--- src/rtl/mic_beeper_pkg.sv ---
// Shared types for the microphone/buzzer path: FSM encoding and the
// pet-state to beep-pattern lookup.
package mic_pkg;

  typedef enum logic [1:0] {
    ST_IDLE     = 2'd0,
    ST_ON       = 2'd1,
    ST_OFF      = 2'd2,
    ST_COOLDOWN = 2'd3
  } beeper_state_e;

  localparam int DIV_MAX = 7;

  typedef struct packed {
    logic [2:0] beeps;
    logic [2:0] div;
  } pattern_t;

  // upper_nz flags any pet-state bit above bit 2, which maps to the default pattern
  function automatic pattern_t pattern_lookup(input logic [2:0] st, input logic upper_nz);
    pattern_t p;
    p.beeps = 3'd1;
    p.div   = 3'd1;
    if (upper_nz) begin
      p.beeps = 3'd1;
      p.div   = 3'd1;
    end else begin
      case (st)
        3'd0, 3'd1: begin p.beeps = 3'd3; p.div = 3'd2; end
        3'd2:       begin p.beeps = 3'd1; p.div = 3'd1; end
        3'd4:       begin p.beeps = 3'd2; p.div = 3'd5; end
        3'd5:       begin p.beeps = 3'd2; p.div = 3'd1; end
        default:    begin p.beeps = 3'd1; p.div = 3'd1; end
      endcase
    end
    return p;
  endfunction

endpackage

--- src/rtl/mic_beeper_debounce.sv ---
// Two-flop synchroniser and stable-count debouncer for the raw mic line,
// with a registered rising-edge pulse of the debounced level.
module mic_debounce #(
  parameter int DEBOUNCE_CYCLES = 500000
) (
  input  logic clk,
  input  logic rst,
  input  logic din,
  output logic level,
  output logic rise
);

  localparam int DW = $clog2(DEBOUNCE_CYCLES + 1);
  localparam logic [DW-1:0] LAST = DW'(DEBOUNCE_CYCLES - 1);

  logic          sync1_r;
  logic          sync2_r;
  logic [DW-1:0] cnt_r;
  logic          level_r;
  logic          rise_r;

  // Synchronise, then accept a new level only after an unbroken run of disagreement
  always_ff @(posedge clk) begin
    if (!rst) begin
      sync1_r <= 1'b0;
      sync2_r <= 1'b0;
      cnt_r   <= {DW{1'b0}};
      level_r <= 1'b0;
      rise_r  <= 1'b0;
    end else begin
      sync1_r <= din;
      sync2_r <= sync1_r;
      if (sync2_r != level_r) begin
        if (cnt_r == LAST) begin
          level_r <= sync2_r;
          cnt_r   <= {DW{1'b0}};
          rise_r  <= sync2_r;
        end else begin
          cnt_r   <= cnt_r + DW'(1'b1);
          rise_r  <= 1'b0;
        end
      end else begin
        cnt_r  <= {DW{1'b0}};
        rise_r <= 1'b0;
      end
    end
  end

  assign level = level_r;
  assign rise  = rise_r;

endmodule

--- src/rtl/mic_beeper.sv ---
// Mic/play-request triggered beeper: wakes the pet FSM on a clean sound event
// and plays a pattern, latched at trigger, on the active-low buzzer.
module mic_beeper
  import mic_pkg::*;
#(
  parameter int COUNT_MAX       = 25000000,
  parameter int DEBOUNCE_CYCLES = 500000,
  parameter int COOLDOWN_UNITS  = 2,
  parameter int STATE_W         = 4
) (
  input  logic               clk,
  input  logic               rst,
  input  logic               mic,
  input  logic               play_req,
  input  logic               mute,
  input  logic [STATE_W-1:0] state_t,
  output logic               buzzer,
  output logic               signal_awake,
  output logic               busy,
  output logic               done
);

  localparam int CD_CYCLES = COOLDOWN_UNITS * COUNT_MAX;
  localparam int MAX_CYC   = (CD_CYCLES > COUNT_MAX) ? CD_CYCLES : COUNT_MAX;
  localparam int CNT_W     = $clog2(MAX_CYC + 1);
  localparam bit HAS_CD    = (COOLDOWN_UNITS != 0);

  localparam logic [CNT_W-1:0] PH1     = CNT_W'(COUNT_MAX / 1);
  localparam logic [CNT_W-1:0] PH2     = CNT_W'(COUNT_MAX / 2);
  localparam logic [CNT_W-1:0] PH3     = CNT_W'(COUNT_MAX / 3);
  localparam logic [CNT_W-1:0] PH4     = CNT_W'(COUNT_MAX / 4);
  localparam logic [CNT_W-1:0] PH5     = CNT_W'(COUNT_MAX / 5);
  localparam logic [CNT_W-1:0] PH6     = CNT_W'(COUNT_MAX / 6);
  localparam logic [CNT_W-1:0] PH7     = CNT_W'(COUNT_MAX / DIV_MAX);
  localparam logic [CNT_W-1:0] CD_LAST = CNT_W'(CD_CYCLES - 1);

  beeper_state_e    state_r;
  beeper_state_e    state_n;
  logic [CNT_W-1:0] cnt_r;
  logic [CNT_W-1:0] phase_r;
  logic [2:0]       beeps_r;
  logic             buzzer_r;
  logic             awake_r;
  logic             busy_r;
  logic             done_r;

  logic             mic_level_s;
  logic             mic_rise_s;
  logic             mic_edge_s;
  logic             trigger_s;
  pattern_t         pat_s;
  logic [CNT_W-1:0] phase_len_s;
  logic             phase_done_s;
  logic             cd_done_s;
  logic             buzzer_s;
  logic             awake_s;
  logic             busy_s;
  logic             done_s;

  mic_debounce #(
    .DEBOUNCE_CYCLES(DEBOUNCE_CYCLES)
  ) u_debounce (
    .clk  (clk),
    .rst  (rst),
    .din  (mic),
    .level(mic_level_s),
    .rise (mic_rise_s)
  );

  assign mic_edge_s   = mic_rise_s & mic_level_s;
  assign trigger_s    = mic_edge_s | play_req;
  assign pat_s        = pattern_lookup(3'(state_t), |(state_t >> 3'd3));
  assign phase_done_s = (cnt_r == (phase_r - CNT_W'(1'b1)));
  assign cd_done_s    = (cnt_r == CD_LAST);

  // Phase length from precomputed constants, keyed by the pattern divisor
  always_comb begin
    phase_len_s = PH1;
    case (pat_s.div)
      3'd1:    phase_len_s = PH1;
      3'd2:    phase_len_s = PH2;
      3'd3:    phase_len_s = PH3;
      3'd4:    phase_len_s = PH4;
      3'd5:    phase_len_s = PH5;
      3'd6:    phase_len_s = PH6;
      3'd7:    phase_len_s = PH7;
      default: phase_len_s = PH1;
    endcase
  end

  // Next-state logic
  always_comb begin
    state_n = state_r;
    case (state_r)
      ST_IDLE: begin
        if (trigger_s) state_n = ST_ON;
        else           state_n = ST_IDLE;
      end
      ST_ON: begin
        if (!phase_done_s)        state_n = ST_ON;
        else if (beeps_r > 3'd1)  state_n = ST_OFF;
        else if (HAS_CD)          state_n = ST_COOLDOWN;
        else                      state_n = ST_IDLE;
      end
      ST_OFF: begin
        if (phase_done_s) state_n = ST_ON;
        else              state_n = ST_OFF;
      end
      ST_COOLDOWN: begin
        if (cd_done_s) state_n = ST_IDLE;
        else           state_n = ST_COOLDOWN;
      end
      default: state_n = ST_IDLE;
    endcase
  end

  // Output values for the next cycle, derived from the upcoming state
  always_comb begin
    buzzer_s = mute || (state_n != ST_ON);
    busy_s   = (state_n != ST_IDLE);
    done_s   = (state_r != ST_IDLE) && (state_n == ST_IDLE);
    awake_s  = (state_r == ST_IDLE) && mic_edge_s;
  end

  // State, counters, latched pattern and registered outputs
  always_ff @(posedge clk) begin
    if (!rst) begin
      state_r  <= ST_IDLE;
      cnt_r    <= {CNT_W{1'b0}};
      phase_r  <= {CNT_W{1'b0}};
      beeps_r  <= 3'd0;
      buzzer_r <= 1'b1;
      awake_r  <= 1'b0;
      busy_r   <= 1'b0;
      done_r   <= 1'b0;
    end else begin
      state_r <= state_n;
      if ((state_n != state_r) || (state_r == ST_IDLE)) begin
        cnt_r <= {CNT_W{1'b0}};
      end else begin
        cnt_r <= cnt_r + CNT_W'(1'b1);
      end
      if ((state_r == ST_IDLE) && trigger_s) begin
        beeps_r <= pat_s.beeps;
        phase_r <= phase_len_s;
      end else if ((state_r == ST_ON) && phase_done_s) begin
        beeps_r <= beeps_r - 3'd1;
      end
      buzzer_r <= buzzer_s;
      awake_r  <= awake_s;
      busy_r   <= busy_s;
      done_r   <= done_s;
    end
  end

  assign buzzer       = buzzer_r;
  assign signal_awake = awake_r;
  assign busy         = busy_r;
  assign done         = done_r;

endmodule

--- config.mk ---
export PLATFORM = sky130hd
export DESIGN_NAME = mic_beeper
export DESIGN_NICKNAME = d
export VERILOG_FILES = /design/src/rtl/mic_beeper_pkg.sv /design/src/rtl/mic_beeper_debounce.sv /design/src/rtl/mic_beeper.sv
export SDC_FILE = /design/constraint.sdc
export NUM_CORES = 1
export LEC_CHECK = 0
export ABC_CLOCK_PERIOD_IN_PS = 3750
export CORE_MARGIN = 2
export CORE_UTILIZATION = 50
export DETAILED_ROUTE_END_ITERATION = 10
export GPL_TIMING_DRIVEN = 0
export PLACE_DENSITY_LB_ADDON = 0.1
export SLEW_MARGIN = 5
export SYNTH_ARGS = -nofsm -noshare
export SYNTH_HDL_FRONTEND = slang
export SYNTH_SLANG_ARGS = --single-unit
--- constraint.sdc ---
create_clock -name clk -period 3.75 [get_ports clk]
set_input_delay 0.75 -clock clk [delete_from_list [all_inputs] [get_ports clk]]
set_output_delay 0.75 -clock clk [all_outputs]
set_load 0.05 [all_outputs]
==> results.py <==
metrics = {
    "status": {
        "status": "finished clean",
    },
    "timing": {
        "report.final.slew_viol_count": 0,
        "finalCriticalPeriod_ns": 3.571,
        "relSlewSlack_pct": 52.30,
        "clock_skew_ns": 0.007053,
        "finalSetupTns_ns": 0,
        "finalSetupViolCount": 0,
        "hold_slack_ns": 0.4448,
        "min_period_over_period_pct": 95.23,
        "tightest_slew_ns": 0.7101,
        "rsz0062_at_grt": "false",
        "max_freq_mhz": 280.0,
        "hold_viol_final": 0,
    },
    "critical_path": {
        "endpoint_kind": "register",
        "worst-path-max-fanout": 10,
        "cp_data_required_time_ns": 3.97,
        "critPathKind": "register to register",
        "r2r_setup_slack_ns": 0.18,
        "slowest_stage": "or3_1",
        "cp_cell_sequence": "buf_6, inv_1, ha_1, nor4b_2, nand2_2, or3_1, a221o_1, nor4_2, nand3_2, o21ai_4, buf_4, a211oi_1",
        "cpPeakStageDelay_ns": 0.41,
        "cp-start-kind": "register",
        "cp.arrival_ns": 3.79,
    },
    "drt": {
        "drt_iter0_markers": 221,
        "num_vias": 3867,
        "wire_per_inst_um": 16.64,
        "ant_nets": 0,
        "viasPerCell": 5.886,
        "remaining_drc_errors": 0,
        "routed_wirelength_um": 10930,
        "drtPass1Iterations": 5,
    },
    "clocking": {
        "cts.sinks": 82,
        "cts_tree": "done",
        "cts-htree-levels": 3,
        "cts-buffers-inserted": 9,
        "worstSkewPairLatency_ns": 0.36,
        "clockBufferDepth": 2,
        "holdBufCountCts": 0,
        "cts_setup_buffers": 0,
        "postCtsResizedCells": 0,
        "root_buffer": "clkbuf_8",
        "clkSlewWorstSetupHoldPaths_ns": 0.09,
    },
    "floorplanning": {
        "io_pins": 13,
        "start_util_pct": 51.19,
        "die_x_um": 98.03,
        "die_height_um": 98.03,
        "die_area_um2": 9609,
        "fp.coreArea_um2": 8636,
        "rows": 34,
    },
    "final_layout": {
        "n_antenna_cell": 0,
        "multi_input_area_um2": 2582,
        "layout_common_cells": "dfxtp_1, nor2_1, nand2_1, xnor2_1",
        "filler_cell_count": 818,
        "ff_latch_area_um2": 1642,
        "drive_above_1_share_pct": 8.561,
        "syn2layout_area_growth_pct": 9.963,
        "final_area_um2": 4861,
        "final_common_cell": "dfxtp_1",
        "fin_nets": 559,
        "fin_util_pct": 56.29,
    },
    "global_route": {
        "grt_pass1_wl_um": 18200,
        "grt-ovfl-total": 0,
        "grt_pass1_vias": 3703,
        "grtUsageTotal_pct": 23.62,
        "grt_max_degree": 15,
        "antenna_found_initial": 0,
    },
    "synthesis": {
        "synth_area_per_cell_um2": 8.468,
        "syn_inst": 522,
        "synth-edff-count": 0,
        "yosysWarnings": 0,
        "synth_cell_types": 70,
        "netlist_area_um2": 4420,
        "synth-main-ff-cell": "dfxtp_1",
        "yosys_register_bits": 82,
        "yosysSeqAreaShare_pct": 37.14,
        "synth_nets": 536,
        "ys_async_sr_fraction_pct": 0,
    },
    "min_path": {
        "hp-class": "register to register",
    },
    "place": {
        "place_congestion": 0.8526,
        "dpl_cell_area_um2": 4676,
        "hpwl_um": 7939,
        "io_buffer_count": 12,
    },
    "power": {
        "leakage_nw": 1.601,
        "pwr_density_cell_nw_per_um2": 363.7,
        "irDropWorstVdd_mv": 0.2033,
    },
    "job": {
        "cap_viol_max_count": 0,
    },
}
==> cell type report <==
cell class              instances  area share, %
multi-input cells             395          53.13
repair buffers                 12          2.471
clock inverters                 4         0.6950
well taps                     108          2.780
clock buffers                  11          3.115
flip-flops and latches         82          33.77
inverters                      16          1.236
plain buffers                  29          2.806
==> worst paths after layout <==
path / start / to / cells after the start
max: phase_r[3] / cnt_r[12] / 12
max reg2reg: phase_r[3] / cnt_r[12] / 12
min reg2reg: u_debounce.sync1_r / u_debounce.sync2_r / 1
min: u_debounce.sync1_r / u_debounce.sync2_r / 1
==> flip-flops by register name, indices dropped and copies added, names as in the netlist <==
name,flops
beeps_r,3
u_debounce.cnt_r,19
state_r,2
u_debounce.level,1
busy,1
u_debounce.sync2_r,1
buzzer,1
cnt_r,26
phase_r,24
u_debounce.sync1_r,1
u_debounce.rise,1
signal_awake,1
done,1
==> routing by layer <==
layer	vias to the layer above	GRT usage, %	share of wire, %
met5	-	0	0
met4	0	9.936	2.8
met3	26	3.579	3.8
met2	91	37.93	46
met1	1845	31.78	48
li1	1905	-	-
==> logic make-up (layout without fill, tap and decap cells) <==
| logic type | after synthesis | in the layout | share of synthesized area, % |
|---|---|---|---|
| AO/OA/AOI/OAI | 91 | 91 | 14.89 |
| AND/OR/NAND/NOR | 229 | 229 | 28.14 |
| adder cells (fa/ha/maj) | 5 | 5 | 1.415 |
| XOR/XNOR | 67 | 67 | 13.27 |
| flip-flops | 82 | 82 | 37.14 |
| buffers and inverters | 45 | 72 | 4.444 |
| multiplexers | 3 | 3 | 0.7076 |
==> cell usage after synthesis (4+ instances only) <==
cell type,n,area (um^2)
a211oi_1,21,157.7
a21oi_1,21,105.1
a31oi_1,5,31.28
and3_1,7,43.79
and4_1,4,35.03
buf_2,4,20.02
clkbuf_1,21,78.83
dfxtp_1,82,1642
ha_1,5,62.56
inv_1,15,56.30
nand2_1,43,161.4
nand2b_1,4,25.02
nand3_1,24,120.1
nand4_1,11,68.82
nor2_1,66,247.7
nor3_1,16,80.08
nor4_1,13,81.33
o21ai_0,12,60.06
or3_1,8,50.05
or4_1,4,30.03
xnor2_1,43,376.6
xor2_1,24,210.2
==> power breakdown <==
group | total [mW] | switching (mW) | leakage (nW) | internal [mW]
Combinational | 0.232 | 0.143 | 0.843 | 0.0889
Clock | 0.620 | 0.341 | 0.0924 | 0.279
Sequential | 0.916 | 0.0239 | 0.666 | 0.892
==> through the flow <==
stage          power (mW)  instances  setup slack (ns)
6_report            1.768        657            0.1788
5_1_grt             1.841        657           0.01701
4_1_cts             1.780        657            0.1981
3_5_place_dp        1.165        642            0.2415
3_3_place_gp        1.160        642            0.3060
2_1_floorplan       1.102        522            0.7643
==> critical path: cells and delay by family, from the launching register on <==
| kind | cells | cell delay, ns |
|---|---|---|
| simple gates | 5 | 1.50 |
| fa+ha+maj | 1 | 0.29 |
| compound gates | 3 | 0.82 |
| flops | 1 | 0.32 |
| buf+inv | 3 | 0.48 |
No activity file was read; power rests on OpenSTA's default activity.
